File: config.mk
export PLATFORM = sky130hd
export DESIGN_NAME = affine_addr_sched
export DESIGN_NICKNAME = d
export VERILOG_FILES = /design/src/rtl/affine_addr_sched.sv
export SDC_FILE = /design/constraint.sdc
export NUM_CORES = 1
export LEC_CHECK = 0
export ABC_AREA = 0
export CAP_MARGIN = 20
export CORE_MARGIN = 3
export CORE_UTILIZATION = 28
export DETAILED_ROUTE_END_ITERATION = 6
export HOLD_SLACK_MARGIN = 0.1
export SLEW_MARGIN = 20
export SYNTH_ARGS = -nofsm -noshare
export SYNTH_HDL_FRONTEND = slang
export SYNTH_SLANG_ARGS = --single-unit
File: constraint.sdc
create_clock -name clk -period 10.9 [get_ports clk]
set_input_delay 1.09 -clock clk [delete_from_list [all_inputs] [get_ports clk]]
set_output_delay 1.09 -clock clk [all_outputs]
set_load 0.05 [all_outputs]
File: src/rtl/affine_addr_sched.sv
// Round-robin multi-channel 2D affine address generator (addr = off + x*xs + y*ys).
// Each grant runs one non-preemptive sweep from a config snapshot using adders only.
module affine_addr_sched #(
  parameter int unsigned NUM_CH = 2,
  parameter int unsigned ADDR_W = 32,
  parameter int unsigned CH_W   = (NUM_CH > 1) ? $clog2(NUM_CH) : 1
) (
  input  logic              clk,
  input  logic              rst_n,
  input  logic              cfg_we,
  input  logic [CH_W-1:0]   cfg_ch,
  input  logic [2:0]        cfg_field,
  input  logic [ADDR_W-1:0] cfg_wdata,
  input  logic [NUM_CH-1:0] start,
  output logic [NUM_CH-1:0] busy,
  output logic [NUM_CH-1:0] done,
  output logic              out_valid,
  input  logic              out_ready,
  output logic [ADDR_W-1:0] out_addr,
  output logic [CH_W-1:0]   out_ch,
  output logic              out_last
);
  localparam logic [ADDR_W-1:0] ONE = ADDR_W'(1);

  typedef enum logic [1:0] {S_IDLE, S_RUN, S_DONE} state_t;
  state_t r_state, w_state_nxt;

  logic [ADDR_W-1:0] r_cfg_off  [NUM_CH];
  logic [ADDR_W-1:0] r_cfg_xmax [NUM_CH];
  logic [ADDR_W-1:0] r_cfg_xstr [NUM_CH];
  logic [ADDR_W-1:0] r_cfg_ymax [NUM_CH];
  logic [ADDR_W-1:0] r_cfg_ystr [NUM_CH];

  logic [ADDR_W-1:0] r_s_xmax, r_s_xstr, r_s_ymax, r_s_ystr;
  logic [ADDR_W-1:0] r_x, r_y, r_row, r_cur;
  logic [CH_W-1:0]   r_grant, r_rr, r_ch;
  logic [NUM_CH-1:0] r_pending, r_done;
  logic              r_valid, r_last;
  logic [ADDR_W-1:0] r_addr;

  logic [ADDR_W-1:0] w_s_xmax, w_s_xstr, w_s_ymax, w_s_ystr;
  logic [ADDR_W-1:0] w_x, w_y, w_row, w_cur, w_addr;
  logic [CH_W-1:0]   w_grant, w_rr, w_ch, w_gnt, w_gnt_inc;
  logic [NUM_CH-1:0] w_pend_clr, w_done;
  logic              w_valid, w_last, w_found;
  int unsigned       w_idx;

  // Config register file; writes land at any time, sweeps use the snapshot
  always_ff @(posedge clk or negedge rst_n) begin
    if (!rst_n) begin
      for (int i = 0; i < int'(NUM_CH); i++) begin
        r_cfg_off[i]  <= '0;
        r_cfg_xmax[i] <= '0;
        r_cfg_xstr[i] <= '0;
        r_cfg_ymax[i] <= '0;
        r_cfg_ystr[i] <= '0;
      end
    end else if (cfg_we && (32'(cfg_ch) < NUM_CH)) begin
      case (cfg_field)
        3'd0:    r_cfg_off[cfg_ch]  <= cfg_wdata;
        3'd1:    r_cfg_xmax[cfg_ch] <= cfg_wdata;
        3'd2:    r_cfg_xstr[cfg_ch] <= cfg_wdata;
        3'd3:    r_cfg_ymax[cfg_ch] <= cfg_wdata;
        3'd4:    r_cfg_ystr[cfg_ch] <= cfg_wdata;
        default: ;
      endcase
    end
  end

  // First pending channel at or after the round-robin pointer
  always_comb begin
    w_found = 1'b0;
    w_gnt   = '0;
    w_idx   = 0;
    for (int unsigned k = 0; k < NUM_CH; k++) begin
      w_idx = 32'(r_rr) + k;
      if (w_idx >= NUM_CH) w_idx = w_idx - NUM_CH;
      if (!w_found && r_pending[CH_W'(w_idx)]) begin
        w_found = 1'b1;
        w_gnt   = CH_W'(w_idx);
      end
    end
    w_gnt_inc = ((32'(w_gnt) + 32'd1) >= NUM_CH) ? '0 : CH_W'(32'(w_gnt) + 32'd1);
  end

  always_ff @(posedge clk or negedge rst_n) begin
    if (!rst_n) r_state <= S_IDLE;
    else        r_state <= w_state_nxt;
  end

  // Next-state and registered-output decode
  always_comb begin
    w_state_nxt = r_state;
    w_s_xmax    = r_s_xmax;
    w_s_xstr    = r_s_xstr;
    w_s_ymax    = r_s_ymax;
    w_s_ystr    = r_s_ystr;
    w_x         = r_x;
    w_y         = r_y;
    w_row       = r_row;
    w_cur       = r_cur;
    w_grant     = r_grant;
    w_rr        = r_rr;
    w_ch        = r_ch;
    w_valid     = r_valid;
    w_addr      = r_addr;
    w_last      = r_last;
    w_done      = '0;
    w_pend_clr  = '0;
    case (r_state)
      S_IDLE: begin
        if (w_found) begin
          w_grant  = w_gnt;
          w_rr     = w_gnt_inc;
          w_s_xmax = r_cfg_xmax[w_gnt];
          w_s_xstr = r_cfg_xstr[w_gnt];
          w_s_ymax = r_cfg_ymax[w_gnt];
          w_s_ystr = r_cfg_ystr[w_gnt];
          w_x      = '0;
          w_y      = '0;
          w_row    = r_cfg_off[w_gnt];
          w_cur    = r_cfg_off[w_gnt];
          if (r_cfg_xmax[w_gnt] == '0 || r_cfg_ymax[w_gnt] == '0) begin
            w_state_nxt = S_DONE;
            w_done      = NUM_CH'(1) << w_gnt;
          end else begin
            w_state_nxt = S_RUN;
            w_valid     = 1'b1;
            w_addr      = r_cfg_off[w_gnt];
            w_ch        = w_gnt;
            w_last      = (r_cfg_xmax[w_gnt] == ONE) && (r_cfg_ymax[w_gnt] == ONE);
          end
        end
      end
      S_RUN: begin
        if (r_valid && out_ready) begin
          if (r_last) begin
            w_state_nxt = S_DONE;
            w_valid     = 1'b0;
            w_last      = 1'b0;
            w_done      = NUM_CH'(1) << r_grant;
          end else begin
            if (r_x != r_s_xmax - ONE) begin
              w_x   = r_x + ONE;
              w_cur = r_cur + r_s_xstr;
            end else begin
              w_x   = '0;
              w_y   = r_y + ONE;
              w_row = r_row + r_s_ystr;
              w_cur = r_row + r_s_ystr;
            end
            w_addr = w_cur;
            w_last = (w_x == r_s_xmax - ONE) && (w_y == r_s_ymax - ONE);
          end
        end
      end
      S_DONE: begin
        w_state_nxt = S_IDLE;
        w_pend_clr  = NUM_CH'(1) << r_grant;
      end
      default: w_state_nxt = S_IDLE;
    endcase
  end

  // A start in the DONE cycle keeps the channel pending
  always_ff @(posedge clk or negedge rst_n) begin
    if (!rst_n) begin
      r_s_xmax  <= '0;
      r_s_xstr  <= '0;
      r_s_ymax  <= '0;
      r_s_ystr  <= '0;
      r_x       <= '0;
      r_y       <= '0;
      r_row     <= '0;
      r_cur     <= '0;
      r_grant   <= '0;
      r_rr      <= '0;
      r_ch      <= '0;
      r_valid   <= 1'b0;
      r_addr    <= '0;
      r_last    <= 1'b0;
      r_done    <= '0;
      r_pending <= '0;
    end else begin
      r_s_xmax  <= w_s_xmax;
      r_s_xstr  <= w_s_xstr;
      r_s_ymax  <= w_s_ymax;
      r_s_ystr  <= w_s_ystr;
      r_x       <= w_x;
      r_y       <= w_y;
      r_row     <= w_row;
      r_cur     <= w_cur;
      r_grant   <= w_grant;
      r_rr      <= w_rr;
      r_ch      <= w_ch;
      r_valid   <= w_valid;
      r_addr    <= w_addr;
      r_last    <= w_last;
      r_done    <= w_done;
      r_pending <= start | (r_pending & ~w_pend_clr);
    end
  end

  assign busy      = r_pending;
  assign done      = r_done;
  assign out_valid = r_valid;
  assign out_addr  = r_addr;
  assign out_ch    = r_ch;
  assign out_last  = r_last;

endmodule

==> qor.txt <==
Synth cell types - 94
Setup TNS - 0 ns
Vias - 26828
PostCTS Resize Cnt - 0
Clk_skew - 0.0474 ns
Layout Area Growth over Synthesis - 14.1%
CTS root buf - clkbuf_16
Post-DP HPWL - 73.6 mm
Final wirelength - 106 mm
Final setup fails - 0
Seq/Total Area, Yosys - 45.8%
Leak - 16.2 nW
TritonCTS clock tree - built
Largest net degree at the start of global routing - 149
Row cnt - 126
Max Freq - 0.170 GHz
Clock power share - 43.8%
Clock transition at path regs - 0.06 ns
Critical Path End Type - flop
Input/output buffers - 80
Remaining DRCs - 0
Sequential fraction of design power - 48.5%
Initial antenna violation count - 6
Syn_nets - 3613
Final Critical Period - 5.89 ns
Antenna viol nets, final - 0
Rel. slew slack - 27.7%
Worst-Margin Slew - 1.08 ns
Seq cells post-synth - 619
Post-synth EDFFs - 0
CTS hold repair buffers - 0
Net Sw Frac - 24.3%
Fraction of layout cells with a size suffix above 1 - 15.4%
GP Congestion - 0.945
H-tree depth - 3
Layout Nets - 3575
Die H - 354 microns
Starting Density - 28.4%
Yosys warns - 0
Final hold slack - 0.453 ns
Outcome - finished, final reports clean
Post-Syn Area - 33900 sq um
Longest Clk Path Bufs - 3
Asr flop ratio synth - 100%
Initial DRC Count - 2269
CP Data Arrival Time - 6.42 ns
RSZ-0062 raised after global routing - false
Maximum fanout along the worst path - 19
Logic pwr share - 7.7%
Die X-Extent - 354 microns
Fin. Hold Viols - 0
Number of global-route vias before repair - 26282
Required @ worst endpoint - 11.43 ns
Worst-skew pair later-pin latency - 0.63 ns
Vias per inst - 5.24
Switch Pwr - 1.38 mW
Worst hold path type - flop to flop
CP Launch Type - flop
Final critical-path share of the clock period - 54.0%
Max-slew violations - 0
Core Util, Final - 32.5%
I/O Pins - 81
Overall fraction of global-route tracks in use - 16.7%
Critical path class - flop to flop
Core footprint - 119000 sq um
FF-to-FF path depth - 12
Synth Area per Inst - 9.66 sq um
Post-CTS Setup Bufs - 0
Post-DR wirelength/cell - 20.8 microns
Synth Instances - 3503
CTS Buf Count - 73
Grt ovf - 0
Hold-critical path depth - 2
VDD IR-drop max - 0.119 mV
MaxCap Viol Count - 0
Pwr Density - 147 nW/um^2
Top FF cell, synth - dfrtp_1
First-pass GRT wire length - 164 mm
Cell-internal power - 4.29 mW
Die area - 125000 sq um
Clock sinks - 619
TritonRoute pass-1 iters - 5
Total power - 5.67 mW
worst paths after layout:
kind,from,to,slack [ns]
setup / recovery,r_s_xmax[20],out_last,5.01
hold / removal,r_cfg_xstr[23],r_s_xstr[23],0.45
setup reg to reg,r_s_xmax[20],out_last,5.01
hold reg to reg,r_cfg_xstr[23],r_s_xstr[23],0.45
max in group asynchronous,rst_n,r_s_xstr[1],8.01
min in group asynchronous,rst_n,r_cfg_xstr[24],0.57
power by group through the flow:
stage               combinational (mW)  clock [mW]  sequential, mW
floorplan                        0.313           0            2.73
global placement                 0.428           0            2.78
detailed placement               0.443           0            2.79
CTS                              0.444        2.54            2.75
global route                     0.486        2.63            2.78
finish                           0.434        2.48            2.75
layout by cell type (no fill, tap or decap), types with 51 or more instances in the layout:
master,netlist,routed
dfrtp_1,619,619
nand2_1,582,578
mux2_2,329,329
o21ai_0,220,220
nor2_1,214,208
xnor2_1,139,139
a21oi_1,106,105
a31oi_1,81,81
clkdlybuf4s50_1,0,79
clkbuf_16,0,75
a22oi_1,72,72
xor2_1,68,68
ha_1,66,66
nand3_1,61,61
inv_1,57,57
nor4_1,53,53
nand4_1,53,53
nor3_1,52,51
routing by layer:
metal | up-vias | part of all wire, % | track usage, %
met3 | 148 | 5.3 | 2.38
li1 | 12434 | - | -
met1 | 13469 | 45 | 22.8
met4 | 0 | 2.2 | 4.22
met5 | - | 0 | 0
met2 | 777 | 48 | 27.6
through the flow:
step                cell area [sq um]  cells  worst slack (ns)
detailed placement              36200   4990              5.14
finish                          38600   5122              5.01
global placement                36200   4990              5.20
floorplan                       33900   3503              6.06
CTS                             38600   5116              5.14
global route                    38600   5117              4.71
worst max-delay path: stages, from the launching register on:
cell	delay (ns)
dfrtp_1	0.54
nor4_1	0.97
nand4_1	0.32
nor4b_1	0.80
xnor3_1	0.23
nor2b_1	0.12
and4_1	0.27
nand4_2	0.73
nor3_1	0.66
xnor2_1	0.18
nand4_1	0.10
or4b_2	0.63
o31ai_2	0.25
synth_stat cells (6+ instances only):
cell type    n  share of area [%]
a2111o_1     6               0.20
a2111oi_0    8               0.21
a211o_1      7               0.18
a211oi_1    15               0.33
a21o_1      39               0.86
a21oi_1    106                1.6
a22o_1       8               0.21
a22oi_1     72                1.6
a31oi_1     81                1.5
a32o_1       7               0.21
and2_1      12               0.22
and3_1      42               0.78
and4_1      12               0.31
buf_1       59               0.65
clkbuf_1   166                1.8
dfrtp_1    619                 46
ha_1        66                2.4
inv_1       57               0.63
mux2_2     329                 11
mux2i_1     16               0.47
nand2_1    582                6.5
nand2b_1    31               0.57
nand3_1     61               0.90
nand3b_1     6               0.13
nand4_1     53               0.98
nor2_1     214                2.4
nor2b_1     26               0.48
nor3_1      52               0.77
nor3b_1      9               0.20
nor4_1      53               0.98
o211ai_1    19               0.42
o21a_1      12               0.27
o21ai_0    220                3.3
o21bai_1    12               0.27
o22ai_1     15               0.28
o31ai_1     39               0.86
o41ai_1      7               0.18
or2_2       10               0.18
or3_1       18               0.33
or4_1       17               0.38
xnor2_1    139                3.6
xor2_1      68                1.8
area by class of cell:
| type | instances | area [sq um] |
|---|---|---|
| fill | 12156 | 80400 |
| multi-input combinational | 2590 | 17300 |
| sequential | 619 | 15500 |
| clock buffer | 101 | 2100 |
| tap | 1600 | 2000 |
| timing repair buffer | 124 | 1160 |
| clock inverter | 25 | 312 |
| inverter | 57 | 214 |
| antenna | 6 | 15.0 |
kinds of logic after synthesis:
| family | after synthesis | share of synthesized area (%) |
|---|---|---|
| muxes | 345 | 11.4 |
| DFF | 619 | 45.8 |
| AOI/OAI and AO/OA | 732 | 13.9 |
| and+or+nand+nor | 1231 | 17.1 |
| adders and majority gates | 69 | 2.59 |
| xor gates and xnor gates | 213 | 5.76 |
| buffers and inverters | 294 | 3.38 |
sequential cells by signal (all words and copies together) (netlist names), 2 cells and up:
register,flops
busy,2
done,2
out_addr,32
r_cfg_off,64
r_cfg_xmax,64
r_cfg_xstr,64
r_cfg_ymax,64
r_cfg_ystr,64
r_cur,32
r_row,32
r_s_xmax,32
r_s_xstr,32
r_s_ymax,32
r_s_ystr,32
r_state,2
r_x,32
r_y,32
Note: power is estimated with default switching activity, not from simulation.
